## src/rtl/rv32i_wb_unit_if.sv

```systemverilog
// Handshake bundle between execute/load, the writeback unit and the regfile port.
// slave: writeback unit side. master: producer/regfile side.
interface rv32i_wb_unit_if #(
    parameter int DEPTH = 4
);
    localparam int CW = $clog2(DEPTH + 1);

    logic          in_valid;
    logic          in_ready;
    logic [4:0]    in_rd;
    logic          in_is_load;
    logic [2:0]    in_funct3;
    logic [1:0]    in_addr_lo;
    logic [31:0]   in_data;
    logic          wb_hold;
    logic          wb_enable;
    logic [4:0]    wb_reg;
    logic [31:0]   wb_data;
    logic [31:0]   busy_mask;
    logic [CW-1:0] count;

    modport slave (
        input  in_valid, in_rd, in_is_load, in_funct3,
        input  in_addr_lo, in_data, wb_hold,
        output in_ready, wb_enable, wb_reg, wb_data,
        output busy_mask, count
    );

    modport master (
        output in_valid, in_rd, in_is_load, in_funct3,
        output in_addr_lo, in_data, wb_hold,
        input  in_ready, wb_enable, wb_reg, wb_data,
        input  busy_mask, count
    );
endinterface

```

## src/rtl/rv32i_wb_unit.sv

```systemverilog
// Writeback unit: DEPTH-entry result FIFO with load formatting at push,
// retiring one result per cycle into the regfile write port, plus a pending-write mask.
// Ports: clk, reset (async, active-low), bus (rv32i_wb_unit_if.slave).
module rv32i_wb_unit #(
    parameter int DEPTH = 4
) (
    input logic              clk,
    input logic              reset,
    rv32i_wb_unit_if.slave   bus
);
    localparam int AW = $clog2(DEPTH);
    localparam int CW = $clog2(DEPTH + 1);

    logic [4:0]    rd_q   [DEPTH];
    logic [31:0]   data_q [DEPTH];
    logic [AW-1:0] wr_ptr_q, rd_ptr_q;
    logic [CW-1:0] count_q, count_d;
    logic          wb_enable_q;
    logic [4:0]    wb_reg_q;
    logic [31:0]   wb_data_q;

    logic          push, pop;
    logic [7:0]    byte_sel;
    logic [15:0]   half_sel;
    logic [31:0]   fmt_data;
    logic [31:0]   busy_d;
    logic [AW-1:0] idx;

    assign bus.in_ready = (count_q != CW'(DEPTH));
    assign push = bus.in_valid && bus.in_ready;
    assign pop  = (count_q != '0) && !bus.wb_hold;

    always_comb begin
        byte_sel = 8'(bus.in_data >> {bus.in_addr_lo, 3'b000});
        half_sel = bus.in_addr_lo[1] ? bus.in_data[31:16] : bus.in_data[15:0];
        fmt_data = bus.in_data;
        if (bus.in_is_load) begin
            case (bus.in_funct3)
                3'b000:  fmt_data = {{24{byte_sel[7]}}, byte_sel};
                3'b001:  fmt_data = {{16{half_sel[15]}}, half_sel};
                3'b100:  fmt_data = {24'b0, byte_sel};
                3'b101:  fmt_data = {16'b0, half_sel};
                default: fmt_data = bus.in_data;
            endcase
        end
    end

    always_comb begin
        count_d = count_q;
        if (push && !pop)
            count_d = count_q + 1'b1;
        else if (pop && !push)
            count_d = count_q - 1'b1;
    end

    // Entries still queued plus the one on the write port this cycle are busy;
    // the regfile only commits at the end of the cycle.
    always_comb begin
        busy_d = '0;
        idx    = '0;
        for (int k = 0; k < DEPTH; k++) begin
            idx = rd_ptr_q + AW'(k);
            if (k < int'(count_q))
                busy_d[rd_q[idx]] = 1'b1;
        end
        if (wb_enable_q)
            busy_d[wb_reg_q] = 1'b1;
        busy_d[0] = 1'b0;
    end

    always_ff @(posedge clk or negedge reset) begin
        if (!reset) begin
            for (int k = 0; k < DEPTH; k++) begin
                rd_q[k]   <= '0;
                data_q[k] <= '0;
            end
            wr_ptr_q    <= '0;
            rd_ptr_q    <= '0;
            count_q     <= '0;
            wb_enable_q <= 1'b0;
            wb_reg_q    <= '0;
            wb_data_q   <= '0;
        end else begin
            if (push) begin
                rd_q[wr_ptr_q]   <= bus.in_rd;
                data_q[wr_ptr_q] <= fmt_data;
                wr_ptr_q         <= wr_ptr_q + 1'b1;
            end
            if (pop) begin
                wb_enable_q <= (rd_q[rd_ptr_q] != 5'd0);
                wb_reg_q    <= rd_q[rd_ptr_q];
                wb_data_q   <= data_q[rd_ptr_q];
                rd_ptr_q    <= rd_ptr_q + 1'b1;
            end else begin
                wb_enable_q <= 1'b0;
            end
            count_q <= count_d;
        end
    end

    assign bus.wb_enable = wb_enable_q;
    assign bus.wb_reg    = wb_reg_q;
    assign bus.wb_data   = wb_data_q;
    assign bus.busy_mask = busy_d;
    assign bus.count     = count_q;
endmodule
```

## src/flat_wrapper.sv

```systemverilog
// flat-port wrapper written by rule: the top's interface ports become plain ports
module rv32i_wb_unit_flat 
#(
    parameter int DEPTH = 4
)
  (clk, reset, bus_in_valid, bus_in_rd, bus_in_is_load, bus_in_funct3, bus_in_addr_lo, bus_in_data, bus_wb_hold, bus_in_ready, bus_wb_enable, bus_wb_reg, bus_wb_data, bus_busy_mask, bus_count);
  rv32i_wb_unit_if #(.DEPTH(DEPTH)) bus_i ();
  input logic clk;
  input logic reset;
  input wire logic [$bits(bus_i.in_valid)-1:0] bus_in_valid;
  input wire logic [$bits(bus_i.in_rd)-1:0] bus_in_rd;
  input wire logic [$bits(bus_i.in_is_load)-1:0] bus_in_is_load;
  input wire logic [$bits(bus_i.in_funct3)-1:0] bus_in_funct3;
  input wire logic [$bits(bus_i.in_addr_lo)-1:0] bus_in_addr_lo;
  input wire logic [$bits(bus_i.in_data)-1:0] bus_in_data;
  input wire logic [$bits(bus_i.wb_hold)-1:0] bus_wb_hold;
  output wire logic [$bits(bus_i.in_ready)-1:0] bus_in_ready;
  output wire logic [$bits(bus_i.wb_enable)-1:0] bus_wb_enable;
  output wire logic [$bits(bus_i.wb_reg)-1:0] bus_wb_reg;
  output wire logic [$bits(bus_i.wb_data)-1:0] bus_wb_data;
  output wire logic [$bits(bus_i.busy_mask)-1:0] bus_busy_mask;
  output wire logic [$bits(bus_i.count)-1:0] bus_count;
  assign bus_i.in_valid = bus_in_valid;
  assign bus_i.in_rd = bus_in_rd;
  assign bus_i.in_is_load = bus_in_is_load;
  assign bus_i.in_funct3 = bus_in_funct3;
  assign bus_i.in_addr_lo = bus_in_addr_lo;
  assign bus_i.in_data = bus_in_data;
  assign bus_i.wb_hold = bus_wb_hold;
  assign bus_in_ready = bus_i.in_ready;
  assign bus_wb_enable = bus_i.wb_enable;
  assign bus_wb_reg = bus_i.wb_reg;
  assign bus_wb_data = bus_i.wb_data;
  assign bus_busy_mask = bus_i.busy_mask;
  assign bus_count = bus_i.count;
  rv32i_wb_unit #(.DEPTH(DEPTH)) u_core (.clk(clk), .reset(reset), .bus(bus_i));
endmodule
```

## config.mk

```make
export PLATFORM = sky130hd
export DESIGN_NAME = rv32i_wb_unit_flat
export DESIGN_NICKNAME = d
export VERILOG_FILES = /design/src/rtl/rv32i_wb_unit_if.sv /design/src/rtl/rv32i_wb_unit.sv /design/src/flat_wrapper.sv
export SDC_FILE = /design/constraint.sdc
export NUM_CORES = 1
export LEC_CHECK = 0
export ABC_CLOCK_PERIOD_IN_PS = 2800
export CAP_MARGIN = 20
export CORE_MARGIN = 2
export CORE_UTILIZATION = 57
export DETAILED_ROUTE_END_ITERATION = 8
export PLACE_DENSITY = 0.84
export RECOVER_POWER = 50
export SYNTH_ARGS = -nofsm -noshare
export SYNTH_HDL_FRONTEND = slang
export SYNTH_SLANG_ARGS = --single-unit
export TNS_END_PERCENT = 5
```

## constraint.sdc

```tcl
create_clock -name clk -period 2.8 [get_ports clk]
set_input_delay 0.56 -clock clk [delete_from_list [all_inputs] [get_ports clk]]
set_output_delay 0.56 -clock clk [all_outputs]
set_load 0.01 [all_outputs]
```

# Word-level counts from Yosys, hierarchy flattened
# Index checks and enable logic that the tools add are counted.
dict set report word_totals {
  elab_cells 113
  output_inout_bits 74
  ff_bits 193
  in_bits 47
}
dict set report op_classes {
  shifts 1
  n_mux 42
  eq_ne 4
  magnitude_cmp 20
  addsub 6
  n_bitwise 9
  n_reduce_logical 17
}
# cell count
set op_table {}
lappend op_table {{2-to-1 mux 32 bit} 9}
lappend op_table {{bitwise mux 128 bit} 1}
lappend op_table {{OR 32 bit} 4}
lappend op_table {{case mux 32 bit (4 select lines)} 1}
lappend op_table {{binary-select mux 32 bit (select 2 bit)} 1}
lappend op_table {{demux 32 bit (select 2 bit)} 1}
lappend op_table {{2-to-1 mux 5 bit} 9}
lappend op_table {{binary-select mux 5 bit (select 2 bit)} 4}
lappend op_table {{>> shifter 32 x 5 -> 8 bit} 1}
lappend op_table {{less-than comparator 5 x 6 -> 1 bit, second input constant} 5}
lappend op_table {{demux 1 bit (select 5 bit)} 5}
lappend op_table {{greater-or-equal comparator 5 x 1 -> 1 bit, second input constant} 5}
lappend op_table {{bitwise mux 20 bit} 1}
lappend op_table {{2-to-1 mux 16 bit} 1}
lappend op_table {{greater-or-equal comparator 3 bit, second input constant} 5}
lappend op_table {{inverter 2 -> 3 bit} 5}
lappend op_table {{demux 5 bit (select 2 bit)} 1}
lappend op_table {{logical AND 1 bit} 10}
lappend op_table {{equality test 3 bit, second input constant} 2}
lappend op_table {{less-than comparator 1 x 3 -> 1 bit, first input constant} 2}
lappend op_table {{less-than comparator 2 x 3 -> 1 bit, first input constant} 2}
lappend op_table {{2-to-1 mux 1 bit} 6}
lappend op_table {{2-to-1 mux 3 bit} 2}
lappend op_table {{nonzero test 5 bit} 1}
lappend op_table {{other kinds (11)} 15}

# Longest topological paths before layout
dict set report depth {
  word_depth 17
  mapped_depth 9
}

# Worst setup path after synthesis
# No wires, ideal clock.
dict set report synth_timing {
  kind {reg-to-output}
  startpoint {register u_core.rd_ptr_q[0]}
  endpoint {output bus_busy_mask[4]}
  n_path_buf 2
  slack_ps 407
  path_stages_with_launch 7
  arrival_ps 1833
  cell_sequence {dfrtp_1 buf_6 buf_12 mux4_2 nor4b_4 a22oi_1 nand3_1}
}
dict set report synth_between {
  elab_chain_cells 17
  elab_cells_between_ends 48
  cone_classes {3 x add/sub; 8 x order compare; 25 x mux; 8 x bitwise; 4 x reduce/logical}
}
# item line
set synth_rtl {}
lappend synth_rtl {{start, declared} rv32i_wb_unit.sv:16} ;# logic [AW-1:0] wr_ptr_q, rd_ptr_q;
lappend synth_rtl {{start signal, assigned} rv32i_wb_unit.sv:93} ;# rd_ptr_q <= rd_ptr_q + 1'b1;
lappend synth_rtl {{adder 2 x 1 -> 2 bit or inverter 2 -> 3 bit (tied branches)} {rv32i_wb_unit.sv:62, rv32i_wb_unit.sv:64}}
lappend synth_rtl {{inverter 2 -> 3 bit (implied by the code) or binary-select mux 5 bit (select 2 bit) (tied branches)} rv32i_wb_unit.sv:64} ;# busy_d[rd_q[idx]] = 1'b1;
lappend synth_rtl {{binary-select mux 5 bit (select 2 bit) or 2-to-1 mux 5 bit (tied branches)} rv32i_wb_unit.sv:64}
lappend synth_rtl {{2-to-1 mux 5 bit (implied by the code)} rv32i_wb_unit.sv:64}
lappend synth_rtl {{2-to-1 mux 5 bit (implied by the code), or another cell as far along} rv32i_wb_unit.sv:64}
lappend synth_rtl {{less-than comparator 5 x 6 -> 1 bit (implied by the code), or another cell as far along} rv32i_wb_unit.sv:64}
lappend synth_rtl {{logical AND 1 bit (implied by the code) or 2-to-1 mux 1 bit (tied branches)} rv32i_wb_unit.sv:64}
lappend synth_rtl {{2-to-1 mux 1 bit (implied by the code) or demux 1 bit (select 5 bit) (tied branches)} n/a}
lappend synth_rtl {{demux 1 bit (select 5 bit) or 2-to-1 mux 32 bit (tied branches)} n/a}
lappend synth_rtl {{OR 32 bit (no source line)} n/a}
lappend synth_rtl {{2-to-1 mux 32 bit} rv32i_wb_unit.sv:63} ;# if (k < int'(count_q))
lappend synth_rtl {{OR 32 bit (no source line)} n/a}
lappend synth_rtl {{2-to-1 mux 32 bit} rv32i_wb_unit.sv:63}
lappend synth_rtl {{OR 32 bit (no source line)} n/a}
lappend synth_rtl {{2-to-1 mux 32 bit *} rv32i_wb_unit.sv:63}
lappend synth_rtl {{OR 32 bit (no source line)} n/a}
lappend synth_rtl {{2-to-1 mux 32 bit *} rv32i_wb_unit.sv:66} ;# if (wb_enable_q)
lappend synth_rtl {{end, declared} flat_wrapper.sv:21} ;# output wire logic [$bits(bus_i.busy_mask)-1:0] bus_busy_mask;
# Mark *: on every way between the ends. The rest lies on a longest branch, timed or not. The select of a mux whose other input is x is not followed.

# Worst setup path in the final report
dict set report layout_timing {
  startpoint {register u_core.rd_ptr_q[0]}
  endpoint {output bus_busy_mask[10]}
}
# Same word-level chain as after synthesis.

==> impl_metrics.tcl <==
set metrics [dict create \
    static-leakage-power_nw 5.826 \
    num_antenna_cells 0 \
    startpoint "u_core.rd_ptr_q[0]" \
    cap_violations 1 \
    power.density_nw_per_um2 1415 \
    rrSetupSlack_ns 0.06 \
    path_clk_slew_ns 0.07 \
    grt_start_max_net_pins 65 \
    numPortBuffers 119 \
    fmax_mhz 310.0 \
    async_flop_share 1.000 \
    synth.distinct_cells 55 \
    end_kind "output port" \
    gp_congestion 0.9828 \
    yosysSeqAreaShare 0.4458 \
    synth_top_cell_area_share 0.4458 \
    r2r_end "u_core.rd_q[3]" \
    routedWlPerCell_um 23.70 \
    grt_pass1_wl_um 48890 \
    cts_buffer_depth 2 \
    die_h_um 141.9 \
    synth_edf_count 0 \
    crit_end "bus_busy_mask[10]" \
    startpoint_type "register" \
    synth_seq_cells 193 \
    wirelength_um 30690 \
    grt_pass1_vias 8845 \
    max_slew.worst_pin.slew_ns 1.526 \
    rsz0062_at_grt "yes" \
    setup_slack_ns -0.4262 \
    regMostFlops "u_core.data_q" \
    avgSynthCellArea_um2 12.67 \
    cts_tree "done" \
    synth_area_um2 10830 \
    clock-sinks 193 \
    crit_type "register to output port" \
    syn_nets 911 \
    ys.flop_type "dfrtp_1" \
    yosys-top-cells-area "dfrtp_1, mux2_2, mux4_2, nand3_1, a22oi_1" \
    max-vdd-ir-drop_mv 0.6325 \
    layout-drive-gt1-share 0.4430 \
    violations "capacitance limit, slew limit, setup timing" \
    hold_path.class "input port to async pin" \
    antenna_found_initial 0 \
    cp.arrival_ns 2.67 \
    core_area_um2 18710 \
    hold_buffers 0 \
    synth_cells 855 \
    fp.dieW_um 141.9 \
    cp.required_ns 2.24 \
    numCtsBuffers 17 \
    cp_max_fo 6 \
    htree_levels 4 \
    first_pass_iters 5 \
    synthToLayoutAreaGrowth_pct 25.66 \
    report.final.slew_viol_count 65 \
    slew-limit-headroom -0.01709 \
    fin_skew_ns 0.01016 \
    start_util 0.5791 \
    r2r_cells 8 \
    yosysTopAreaCell "dfrtp_1" \
    hpwl_um 20310 \
    grt_use_total 0.3170 \
    finalSetupViolations 31 \
    drc 0 \
    period_needed_ns 3.226 \
    worstReg2RegStart "u_core.bus.count[0]" \
    dieArea_um2 20120 \
    vias 8600 \
    hold_violations 0 \
    holdWs_ns 0.4954 \
    io_pins 121 \
    via_per_inst 6.641 \
    fp-row-count 50 \
    overflow 0 \
    ctsRootBufferMaster "clkbuf_16" \
    yosysMostFrequentCell "dfrtp_1" \
    antenna_left 0 \
    dpl_cell_area_um2 12720 \
    synth_commonest_cells "dfrtp_1, mux2_2, nand3_1" \
    period_share 1.152 \
    ys_warn_count 0 \
    pre_cts_ws_ns -0.3042 \
    layout.nets 1104 \
    outcome "finished with violations" \
    clk_latency_ns 0.44 \
    final_area_um2 13610 \
    largest_reg_flops 128 \
    drt_iter0_markers 759 \
]
worst min path at each step:
stage | from | end | slack, ns | cells after the start
finish | reset | u_core.data_q[20] | 0.50 | 1
global route | u_core.bus.wb_data[6] | u_core.bus.wb_data[6] | 0.52 | 1
CTS | reset | u_core.data_q[20] | 0.12 | 1
detailed placement | u_core.data_q[56] | u_core.data_q[56] | 0.48 | 1
global placement | u_core.data_q[57] | u_core.data_q[57] | 0.47 | 1
floorplan | reset | u_core.bus.count[0] | 0.26 | 0
stage by stage:
stage / total power, W / utilization / setup TNS (ns) / std cells
after floorplan: 0.01137 / - / 0 / 855
after global placement: 0.01546 / 0.6801 / -6.355 / 1223
after detailed placement: 0.01578 / 0.6801 / -6.115 / 1223
after CTS: 0.01888 / 0.7258 / -8.337 / 1289
after global routing: 0.02012 / 0.7278 / -15.68 / 1295
final: 0.01926 / 0.7278 / -9.438 / 1295
area by class of cell:
| class | instances | area [um2] |
|---|---|---|
| multi-input cells | 590 | 5788 |
| fillers | 1189 | 5092 |
| flip-flops and latches | 193 | 4835 |
| repair buffers | 239 | 2079 |
| clock buffers | 19 | 442.9 |
| well taps | 234 | 292.8 |
| clock inverters | 13 | 148.9 |
| inverters | 7 | 26.28 |
layer usage:
layer / track usage / vias to the layer above / wire, um
met1: 0.4017 / 4294 / 11810
met4: 0.1679 / 0 / 1435
li1: - / 3642 / -
met5: 0 / - / 0
met2: 0.5243 / 540 / 14980
met3: 0.05670 / 124 / 2472
power breakdown:
| group | total [W] | switching, W | internal, W |
|---|---|---|---|
| combinational | 0.0116 | 0.00564 | 0.00597 |
| clock | 0.00243 | 0.00114 | 0.00129 |
| sequential | 0.00522 | 0.00101 | 0.00421 |
cell usage in the layout (no fill, tap or decap), types with 5 or more instances in the layout:
cell	n
nor2_1	24
nand2_2	6
nand3b_1	8
nand4_1	16
a2bb2oi_1	7
nand3_2	6
buf_6	19
nand3_1	51
nor2b_1	15
nand2_1	42
mux4_2	52
mux2_2	187
mux2_1	6
nor4b_4	7
a32oi_1	12
a21oi_1	23
o32ai_1	7
clkdlybuf4s50_1	69
buf_4	91
nor4bb_1	7
a22oi_1	20
o21ai_0	14
ha_1	9
clkbuf_16	17
buf_2	24
inv_1	6
a22oi_2	13
buf_12	5
dfrtp_1	191
dlygate4sd3_1	18
what timing repair did:
action	4_1_cts	5_1_grt
setup buffers	34	6
resized for setup	162	22
endpoints found under the hold margin	0	0
pin swaps	30	15
endpoints found under the setup margin	31	31
cell families (layout without fill, tap and decap cells):
| family | Yosys count | after routing | share of synthesized area |
|---|---|---|---|
| mux | 247 | 247 | 0.3149 |
| simple gates | 218 | 218 | 0.1223 |
| flops | 193 | 193 | 0.4458 |
| compound gates | 109 | 109 | 0.06988 |
| buf+inv | 72 | 278 | 0.03153 |
| fa+ha+maj | 9 | 9 | 0.01040 |
| xor+xnor | 6 | 6 | 0.004851 |
| other cells | 1 | 1 | 0.0003462 |
critical path: stages (launching register included):
cell     delay (ns)
dfrtp_4        0.47
buf_6          0.13
mux4_2         0.58
buf_6          0.16
nor4b_4        0.40
buf_4          0.18
nand2_2        0.04
nand4_1        0.11
buf_2          0.15
Note: power is estimated with default switching activity, not from simulation.
